File: config.mk
export PLATFORM = sky130hd
export DESIGN_NAME = led_sweep_monitor
export DESIGN_NICKNAME = d
export VERILOG_FILES = /design/src/rtl/led_sweep_monitor.sv
export SDC_FILE = /design/constraint.sdc
export NUM_CORES = 1
export LEC_CHECK = 0
export ABC_CLOCK_PERIOD_IN_PS = 4000
export BUFFER_PORTS_ARGS = -buffer_cell sky130_fd_sc_hd__buf_2
export CAP_MARGIN = 10
export CORE_MARGIN = 3
export CORE_UTILIZATION = 56
export DETAILED_ROUTE_END_ITERATION = 10
export GPL_TIMING_DRIVEN = 0
export PLACE_DENSITY = 0.76
export SLEW_MARGIN = 40
export SYNTH_ARGS = -nofsm -noshare
export SYNTH_HDL_FRONTEND = slang
export SYNTH_SLANG_ARGS = --single-unit
File: constraint.sdc
create_clock -name clk -period 4 [get_ports clk]
set_clock_uncertainty 0.1 [all_clocks]
set_input_delay 0.6 -clock clk [delete_from_list [all_inputs] [get_ports clk]]
set_output_delay 0.6 -clock clk [all_outputs]
set_load 0.02 [all_outputs]
File: src/rtl/led_sweep_monitor.sv
// led_sweep_monitor: watches the bouncing-LED shift register output.
// Registers the LED vector, checks that it is one-hot, encodes the lit
// position, tracks sweep direction and counts end-of-travel bounces in
// two-digit BCD. A sticky err flag is raised after ERR_HOLD consecutive
// non-one-hot samples while tracking.
// Build option: define LED_SWEEP_HEX_EN to build the seven-segment decoders
// for HEX0/HEX1; otherwise both are tied to blank (7'h7F).
module led_sweep_monitor #(
  parameter int WIDTH    = 18,
  parameter int ERR_HOLD = 4
) (
  input  logic                     clk,
  input  logic                     R,
  input  logic                     clr,
  input  logic [WIDTH-1:0]         qin,
  output logic [$clog2(WIDTH)-1:0] pos,
  output logic                     valid,
  output logic                     dir,
  output logic                     bounce,
  output logic [7:0]               bcount,
  output logic                     err,
  output logic [6:0]               HEX0,
  output logic [6:0]               HEX1
);
  localparam int PW = $clog2(WIDTH);

  localparam logic [1:0] ST_INIT  = 2'd0;
  localparam logic [1:0] ST_TRACK = 2'd1;
  localparam logic [1:0] ST_ERROR = 2'd2;

  logic [WIDTH-1:0] s1_q, s1_d;
  logic [PW-1:0]    pos_q, pos_d;
  logic             valid_q, valid_d;
  logic             dir_q, dir_d;
  logic             bounce_q, bounce_d;
  logic [7:0]       bcount_q, bcount_d;
  logic             err_q, err_d;
  logic [1:0]       state_q, state_d;
  logic [PW-1:0]    prev_q, prev_d;
  logic [3:0]       inv_q, inv_d;

  logic             onehot;
  logic [PW-1:0]    idx;
  logic             step;
  logic             at_end;
  logic [7:0]       bcd_inc;

  // Stage-2 decode: one-hot check and index of the set bit.
  always_comb begin
    onehot = (s1_q != '0) && ((s1_q & (s1_q - 1'b1)) == '0);
    idx    = '0;
    for (int i = 0; i < WIDTH; i++)
      if (s1_q[i]) idx = PW'(i);
  end

  // Adjacency test widened by one bit so WIDTH=32 cannot wrap 31+1 onto 0.
  always_comb begin
    step   = onehot && (({1'b0, idx} == {1'b0, prev_q} + 1'b1) ||
                        ({1'b0, prev_q} == {1'b0, idx} + 1'b1));
    at_end = (idx == '0) || (idx == PW'(WIDTH - 1));
  end

  // Two-digit BCD increment, 99 wraps to 00.
  always_comb begin
    bcd_inc = bcount_q;
    if (bcount_q[3:0] >= 4'd9) begin
      bcd_inc[3:0] = 4'd0;
      bcd_inc[7:4] = (bcount_q[7:4] >= 4'd9) ? 4'd0 : bcount_q[7:4] + 4'd1;
    end else begin
      bcd_inc[3:0] = bcount_q[3:0] + 4'd1;
    end
  end

  // Next-state logic: decode outputs, sweep FSM, bounce counting, error hold.
  always_comb begin
    s1_d     = qin;
    valid_d  = onehot;
    pos_d    = onehot ? idx : pos_q;
    dir_d    = dir_q;
    bounce_d = 1'b0;
    bcount_d = bcount_q;
    err_d    = err_q;
    state_d  = state_q;
    prev_d   = prev_q;
    inv_d    = inv_q;
    if (clr) begin
      // clr outranks any bounce landing on the same edge
      bcount_d = 8'h00;
      err_d    = 1'b0;
      inv_d    = 4'd0;
      state_d  = ST_INIT;
    end else begin
      case (state_q)
        ST_INIT: begin
          if (onehot) begin
            prev_d  = idx;
            inv_d   = 4'd0;
            state_d = ST_TRACK;
          end
        end
        ST_TRACK: begin
          if (onehot) begin
            inv_d  = 4'd0;
            prev_d = idx;  // covers step, jump and no-move alike
            if (step) begin
              dir_d = (idx > prev_q);
              if (at_end) begin
                bounce_d = 1'b1;
                bcount_d = bcd_inc;
              end
            end
          end else if (inv_q + 4'd1 >= 4'(ERR_HOLD)) begin
            inv_d   = inv_q + 4'd1;
            err_d   = 1'b1;
            state_d = ST_ERROR;
          end else begin
            inv_d = inv_q + 4'd1;
          end
        end
        ST_ERROR: begin
          // frozen until clr or reset; pos/valid still follow the input
        end
        default: state_d = ST_INIT;
      endcase
    end
  end

  // State registers, cleared asynchronously by R.
  always_ff @(posedge clk or negedge R) begin
    if (!R) begin
      s1_q     <= '0;
      pos_q    <= '0;
      valid_q  <= 1'b0;
      dir_q    <= 1'b0;
      bounce_q <= 1'b0;
      bcount_q <= 8'h00;
      err_q    <= 1'b0;
      state_q  <= ST_INIT;
      prev_q   <= '0;
      inv_q    <= 4'd0;
    end else begin
      s1_q     <= s1_d;
      pos_q    <= pos_d;
      valid_q  <= valid_d;
      dir_q    <= dir_d;
      bounce_q <= bounce_d;
      bcount_q <= bcount_d;
      err_q    <= err_d;
      state_q  <= state_d;
      prev_q   <= prev_d;
      inv_q    <= inv_d;
    end
  end

  assign pos    = pos_q;
  assign valid  = valid_q;
  assign dir    = dir_q;
  assign bounce = bounce_q;
  assign bcount = bcount_q;
  assign err    = err_q;

`ifdef LED_SWEEP_HEX_EN
  // Active-low gfedcba segments; non-decimal codes blank.
  function automatic logic [6:0] seg7(input logic [3:0] d);
    case (d)
      4'd0:    seg7 = 7'h40;
      4'd1:    seg7 = 7'h79;
      4'd2:    seg7 = 7'h24;
      4'd3:    seg7 = 7'h30;
      4'd4:    seg7 = 7'h19;
      4'd5:    seg7 = 7'h12;
      4'd6:    seg7 = 7'h02;
      4'd7:    seg7 = 7'h78;
      4'd8:    seg7 = 7'h00;
      4'd9:    seg7 = 7'h10;
      default: seg7 = 7'h7F;
    endcase
  endfunction

  assign HEX0 = seg7(bcount_q[3:0]);
  assign HEX1 = seg7(bcount_q[7:4]);
`else
  assign HEX0 = 7'h7F;
  assign HEX1 = 7'h7F;
`endif

endmodule

==> results of run 1 <==
-- routing by layer --
metal | GRT usage | wire [um] | part of all wire | up-vias
met2 | 0.328 | 2630 | 0.47 | 66
met1 | 0.282 | 2520 | 0.45 | 1070
met5 | 0 | 0 | 0 | -
met3 | 0.0364 | 296 | 0.053 | 10
met4 | 0.0743 | 100 | 0.018 | 0
li1 | - | - | - | 1136
-- synth_stat cells (6+ instances only) --
master	instances	area [um^2]
nand3_1	11	55.1
nor3_1	9	45.0
a21oi_1	23	115
o21ai_0	7	35.0
xnor2_1	6	52.6
nor2_1	30	113
ha_1	15	188
nand2_1	14	52.6
clkbuf_1	6	22.5
buf_4	14	105
dfrtp_1	46	1150
inv_1	24	90.1
-- what timing repair did --
item | 4_1_cts | 5_1_grt
hold buffers | 0 | 0
hold endpoints to repair | 0 | 0
resized for setup | 0 | 1
setup endpoints to repair | 0 | 3
-- through the flow --
step,utilization,instances,hold slack [ns],setup slack (ns)
3_5_place_dp,0.655,408,0.380,0.278
3_3_place_gp,0.655,408,0.370,0.283
5_1_grt,0.675,416,0.229,0.0438
4_1_cts,0.674,416,0.206,0.227
6_report,0.675,416,0.180,0.340
2_1_floorplan,-,304,0.204,0.796
-- cell type report --
| cell class | instances | area share |
|---|---|---|
| Multi-Input combinational cell | 212 | 0.461 |
| Clock inverter | 3 | 0.00659 |
| Tap cell | 67 | 0.0260 |
| Buffer | 22 | 0.0422 |
| Clock buffer | 5 | 0.0213 |
| Timing Repair Buffer | 37 | 0.0581 |
| Inverter | 24 | 0.0279 |
| Sequential cell | 46 | 0.357 |
-- state kept, by name (all words and copies together) (netlist names) --
name / cells
bcount: 8
bounce: 1
dir: 1
err: 1
inv_q: 4
pos: 5
prev_q: 5
s1_q: 18
state_q: 2
valid: 1
-- placed cells by master (no fill, tap or decap), types with 7 or more instances in the layout --
cell,Yosys,final
nor2_1,30,29
nand3_1,11,11
buf_2,1,37
nor3_1,9,9
o21ai_0,7,7
nand2_1,14,14
conb_1,1,14
ha_1,15,15
inv_1,24,24
buf_4,14,15
a21oi_1,23,23
dfrtp_1,46,46
-- worst max path at each step --
stage                     slack [ns]     start  cells past startpoint        end
final                           0.34  s1_q[16]                     12  bcount[4]
after global routing            0.04   s1_q[5]                     14  bcount[6]
after CTS                       0.23  s1_q[16]                     12  bcount[4]
after detailed placement        0.28  s1_q[16]                     12  bcount[4]
after global placement          0.28  s1_q[17]                     12  bcount[4]
after floorplan                 0.80   s1_q[2]                     14  bcount[4]
-- power by group through the flow --
stage / Sequential [mW] / Clock, mW / Combinational, mW
final: 0.492 / 0.279 / 0.103
after CTS: 0.492 / 0.287 / 0.103
after floorplan: 0.500 / 0 / 0.0690
after global placement: 0.501 / 0 / 0.101
after detailed placement: 0.501 / 0 / 0.103
after global routing: 0.495 / 0.311 / 0.116
-- kinds of logic (layout without fill, tap and decap cells) --
| family | after synthesis | in the layout | synth area share |
|---|---|---|---|
| XOR/XNOR | 9 | 9 | 0.0280 |
| flip-flops | 46 | 46 | 0.409 |
| buffers and inverters | 46 | 91 | 0.0804 |
| AND/OR/NAND/NOR | 94 | 94 | 0.192 |
| AO/OA/AOI/OAI | 66 | 66 | 0.168 |
| other | 1 | 14 | 0.00133 |
| adder cells (fa/ha/maj) | 18 | 18 | 0.0778 |
| multiplexers | 11 | 11 | 0.0440 |
-- worst max-delay path, stage by stage (launching register included) --
cell,delay [ns]
dfrtp_1,0.44
nor2_2,0.29
inv_1,0.12
clkbuf_1,0.25
nor2_1,0.33
ha_1,0.28
o21ai_1,0.10
or2_2,0.29
a211o_1,0.28
a221oi_2,0.32
a22o_2,0.27
nand3_2,0.14
mux2_4,0.33
==> metrics.md, run 1 <==
| Metric | Value |
|---|---|
| Fillers | 415 |
| Post-Route WL | 5550 um |
| First-pass GRT wire length | 9930 um |
| DR iter-0 viols | 188 |
| FP Rows | 25 |
| Maximum vdd drop | 0.254 mV |
| Starting Density | 0.588 |
| Fmax | 0.273 GHz |
| Antenna diode count | 0 |
| Critical Path RT | 4.09 ns |
| DR vias/cell | 5.49 |
| Crit Path Category | reg -> reg |
| Pint | 0.639 mW |
| Seq. cell area | 0.00115 mm^2 |
| Die ar. | 0.00591 mm^2 |
| Sequential share of power | 0.563 |
| DR WL/cell | 13.4 um |
| Design area | 0.00323 mm^2 |
| Sink Count | 46 |
| Multi-input gate area | 0.00149 mm^2 |
| Reg2reg setup slack | 0.34 ns |
| Net Sw Power | 0.236 mW |
| Crit path capture type | register |
| Initial antenna violation count | 0 |
| Chip height | 76.9 um |
| Ys Warns | 0 |
| PortBufs | 37 |
| #FFs+latches synth | 46 |
| FFs w/ async S/R, synth | 1.00 |
| Via count | 2282 |
| Worst R2R Path Depth | 12 |
| Arrival time of the worst setup path | 3.75 ns |
| Core ar. | 0.00479 mm^2 |
| Worst slew pin tran | 0.659 ns |
| EDFF count, synth | 0 |
| Final setup viols | 0 |
| Clock Tree Buf Depth | 2 |
| Worst r2r src | s1_q[16] |
| Gr ovfl total | 0 |
| Placed instance area | 0.00314 mm^2 |
| Logic pwr share | 0.118 |
| Crit-path max FO | 10 |
| Slew Viols, Final | 0 |
| Final hold violation count | 0 |
| Largest net degree at the start of global routing | 47 |
| Predominant post-synthesis flop cell | dfrtp_1 |
| Layout net count | 384 |
| Setup TNS | 0 ns |
| DRT Pass-1 Iters | 4 |
| DP HPWL | 4270 um |
| Total Routing Usage GR | 0.206 |
| H-tree levels | 2 |
| RR Endpoint | bcount[4] |
| # DRC | 0 |
| Gate Count Post-Synth | 291 |
| Cell Area, Synth | 0.00282 mm^2 |
| Total setup buffers inserted after CTS | 0 |
| Hold Path Class | in -> async |
| Synthesized area per cell | 9.67 um^2 |
| Fin crit share | 0.915 |
| CTS root buf | clkbuf_8 |
| Status | finished clean |
| Crit path time final | 3.66 ns |
| Routed Antenna Nets | 0 |
| RSZ-0062 raised after global routing | no |
| Distinct cells, synth | 63 |
| Slew HR | 0.550 |
| Number of global-route vias before repair | 2209 |
| Routability congestion estimate | 0.883 |
| Clk pwr share | 0.319 |
| CTS tree | built |
| Layout area overhead | 14.7% |
| CTS Buf Count | 5 |
| Layout cells sized above 1 | 0.232 |
| Clock Latency Late Sink | 0.30 ns |
| DIE WIDTH | 76.9 um |
| Num ports | 52 |
| Max cap viols | 0 |
| Power per cell area | 271 mW/mm^2 |
| Startpoint Class | register |
| Total power | 0.874 mW |
| Leak | 1.51 nW |
| Register area share after synthesis | 0.409 |
| Switching Fraction | 0.270 |
| Clock transition at path regs | 0.09 ns |
Power figures use the tool's default switching activity.
==> run 2: changes to the inputs <==
--- a/config.mk
+++ b/config.mk
@@ -8,8 +8,10 @@
 export ABC_CLOCK_PERIOD_IN_PS = 4000
 export BUFFER_PORTS_ARGS = -buffer_cell sky130_fd_sc_hd__buf_2
 export CAP_MARGIN = 10
+export CELL_PAD_IN_SITES_DETAIL_PLACEMENT = 1
+export CELL_PAD_IN_SITES_GLOBAL_PLACEMENT = 1
 export CORE_MARGIN = 3
-export CORE_UTILIZATION = 56
+export CORE_UTILIZATION = 43
 export DETAILED_ROUTE_END_ITERATION = 10
 export GPL_TIMING_DRIVEN = 0
 export PLACE_DENSITY = 0.76
==> run 2 against run 1 <==
- maximum frequency is 1.3% lower
- clock power is 3% higher
- total power is 1.5% higher
- routed wire length is 22% higher
- setup slack worse by 0.047 ns
- register-to-register slack worse by 0.05 ns
- flip-flop and latch count stayed put
==> metrics.md, run 2 (synthesis results as in run 1) <==
| Metric | Value |
|---|---|
| Antenna diode count | 0 (unchanged) |
| Crit path capture type | register |
| CP top delay family | compound AO/OA/AOI/OAI gates |
| Crit path from | s1_q[11] |
| Layout net count | 384 (unchanged) |
| Crit path max-delay cell type | a311oi_1 |
| Commonest cells after routing, fill and taps aside | dfrtp_1 (46), buf_2 (37), nor2_1 (29) |
| Slowest stage delay, CP | 0.60 ns (+0.16 ns) |
| Core Util, Final | 0.529 (-0.145) |
| PortBufs | 37 (unchanged) |
| Commonest non-fill, non-tap cell in the layout | dfrtp_1 |
| DP HPWL | 5320 um (+25%) |
| Worst Slack Setup Final | 0.293 ns (-0.0470 ns) |
| CTS root buf | clkbuf_8 |
| Status | finished clean |
| Layout area overhead | 15.3% |
| Total setup buffers inserted after CTS | 0 (unchanged) |
| Layout cells sized above 1 | 0.232 (unchanged) |
| Gr ovfl total | 0 (unchanged) |
| Worst path cell trace | nor2_1, o311ai_0, a311oi_1, nor2_1, ha_1, o21ai_1, nand3_1, a211o_1, a221oi_2, a22o_2, nand3_2, mux2_4 |
| Post-Route WL | 6780 um (+22%) |
| Critical Path RT | 4.09 ns (about the same) |
| Crit path time final | 3.71 ns (+0.0470 ns) |
| Crit-path max FO | 7 (-3) |
| Maximum vdd drop | 0.217 mV (-15%) |
| Slew Viols, Final | 0 (unchanged) |
| First-pass GRT wire length | 11600 um (+17%) |
| Largest net degree at the start of global routing | 47 (unchanged) |
| Clock transition at path regs | 0.09 ns (about the same) |
| Final hold violation count | 0 (unchanged) |
| Reg2reg setup slack | 0.29 ns (-0.05 ns) |
| Max FFs per register | 18 (unchanged) |
| Startpoint Class | register |
| Most Frequent Cell on Critical Path | nor2_1 |
| Sink Count | 46 (unchanged) |
| RR Endpoint | bcount[4] |
| Routed Antenna Nets | 0 (unchanged) |
| Starting Density | 0.459 (-0.129) |
| DRT Pass-1 Iters | 4 (unchanged) |
| Chip height | 86.9 um (+13%) |
| Leak | 1.52 nW (+0.25%) |
| Max cap viols | 0 (unchanged) |
| H-tree levels | 2 (unchanged) |
| Power per cell area | 273 mW/mm^2 (+0.92%) |
| Post-CTS Hold Buffers | 0 (unchanged) |
| Slew HR | 0.575 (+0.0258) |
| CP bufs+invs | 0 (-2) |
| Number of global-route vias before repair | 2500 (+13%) |
| Crit path to | bcount[4] |
| Cell depth of the worst setup path | 12 (unchanged) |
| Final setup viols | 0 (unchanged) |
| Crit Path Category | reg -> reg |
| Fmax | 0.270 GHz (-1.3%) |
| Core ar. | 0.00613 mm^2 (+28%) |
| DIE WIDTH | 86.9 um (+13%) |
| Worst R2R Path Depth | 12 (unchanged) |
| Routability congestion estimate | 0.805 (-8.8%) |
| Worst slack, placed | 0.104 ns (-0.173 ns) |
| DR iter-0 viols | 105 (-44%) |
| Fin crit share | 0.927 (+0.0117) |
| FP Rows | 28 (+12%) |
| Worst slew pin tran | 0.621 ns (-0.0377 ns) |
| Clock Latency Late Sink | 0.30 ns (about the same) |
| CTS tree | built |
| Initial antenna violation count | 0 (unchanged) |
| Clock Tree Buf Depth | 2 (unchanged) |
| Hold Path Class | in -> async |
| Num ports | 52 (unchanged) |
| Most flops, register | s1_q |
| # DRC | 0 (unchanged) |
| Worst r2r src | s1_q[11] |
| Die ar. | 0.00755 mm^2 (+28%) |
| DR WL/cell | 16.0 um (+20%) |
| Via count | 2357 (+3.3%) |
| Arrival time of the worst setup path | 3.80 ns (+0.05 ns) |
| Total Routing Usage GR | 0.197 (-0.00942) |
| CTS Buf Count | 5 (unchanged) |
| Post-cts sizing count | 0 (unchanged) |
| DR vias/cell | 5.56 (+1.3%) |
==> run 2: changes by cell type in the layout (fill, tap and decap cells not counted) <==
cell | before | now
a221oi_2 | 1 | 2
nor2_2 | 2 | 1
a221oi_1 | 1 | 0
clkinvlp_4 | 1 | 0
clkbuf_1 | 6 | 7
nor2_4 | 0 | 1
==> run 2: layout make-up <==
type,count,area [um^2]
fill,753,2890
multi-input combinational,212,1500
sequential,46,1150
timing repair buffer,37,188
buffer,22,136
tap,75,93.8
inverter,24,90.1
clock buffer,6,72.6
clock inverter,2,13.8
==> run 2: worst reg2reg max path, delay by kind of cell, from the launching register on <==
kind	cells	cell delay, ns
compound gates	6	1.78
fa+ha+maj	1	0.30
flops	1	0.48
mux	1	0.34
simple gates	4	0.62
==> run 2: how the worst min path moves through the flow <==
stage	from	to	depth (start not counted)
floorplan	R	bcount[0]	0
global placement	dir	dir	1
detailed placement	dir	dir	1
CTS	R	prev_q[3]	1
global route	R	bounce	1
finish	R	pos[2]	1
==> run 2: layer usage <==
| layer | vias up | global-route usage | part of all wire |
|---|---|---|---|
| met5 | - | 0 | 0 |
| met1 | 1164 | 0.244 | 0.44 |
| li1 | 1131 | - | - |
| met4 | 0 | 0.0737 | 0.017 |
| met2 | 52 | 0.337 | 0.50 |
| met3 | 10 | 0.0388 | 0.044 |
==> run 2: metrics by stage <==
step                hold WS [ns]  total power [mW]  setup TNS (ns)  std cells  cell area, um^2
floorplan                  0.204             0.569               0        304             2860
global placement           0.370             0.604               0        416             3140
detailed placement         0.378             0.609               0        416             3150
CTS                        0.211             0.896               0        424             3230
global route               0.234             0.941         -0.0860        424             3250
finish                     0.184             0.887               0        424             3250
==> run 2: report_power, final <==
part | internal, mW | leakage (nW) | switching, mW
clock | 0.124 | 0.0452 | 0.163
sequential | 0.475 | 0.590 | 0.0183
combinational | 0.0411 | 0.882 | 0.0662
total | 0.640 | 1.52 | 0.247
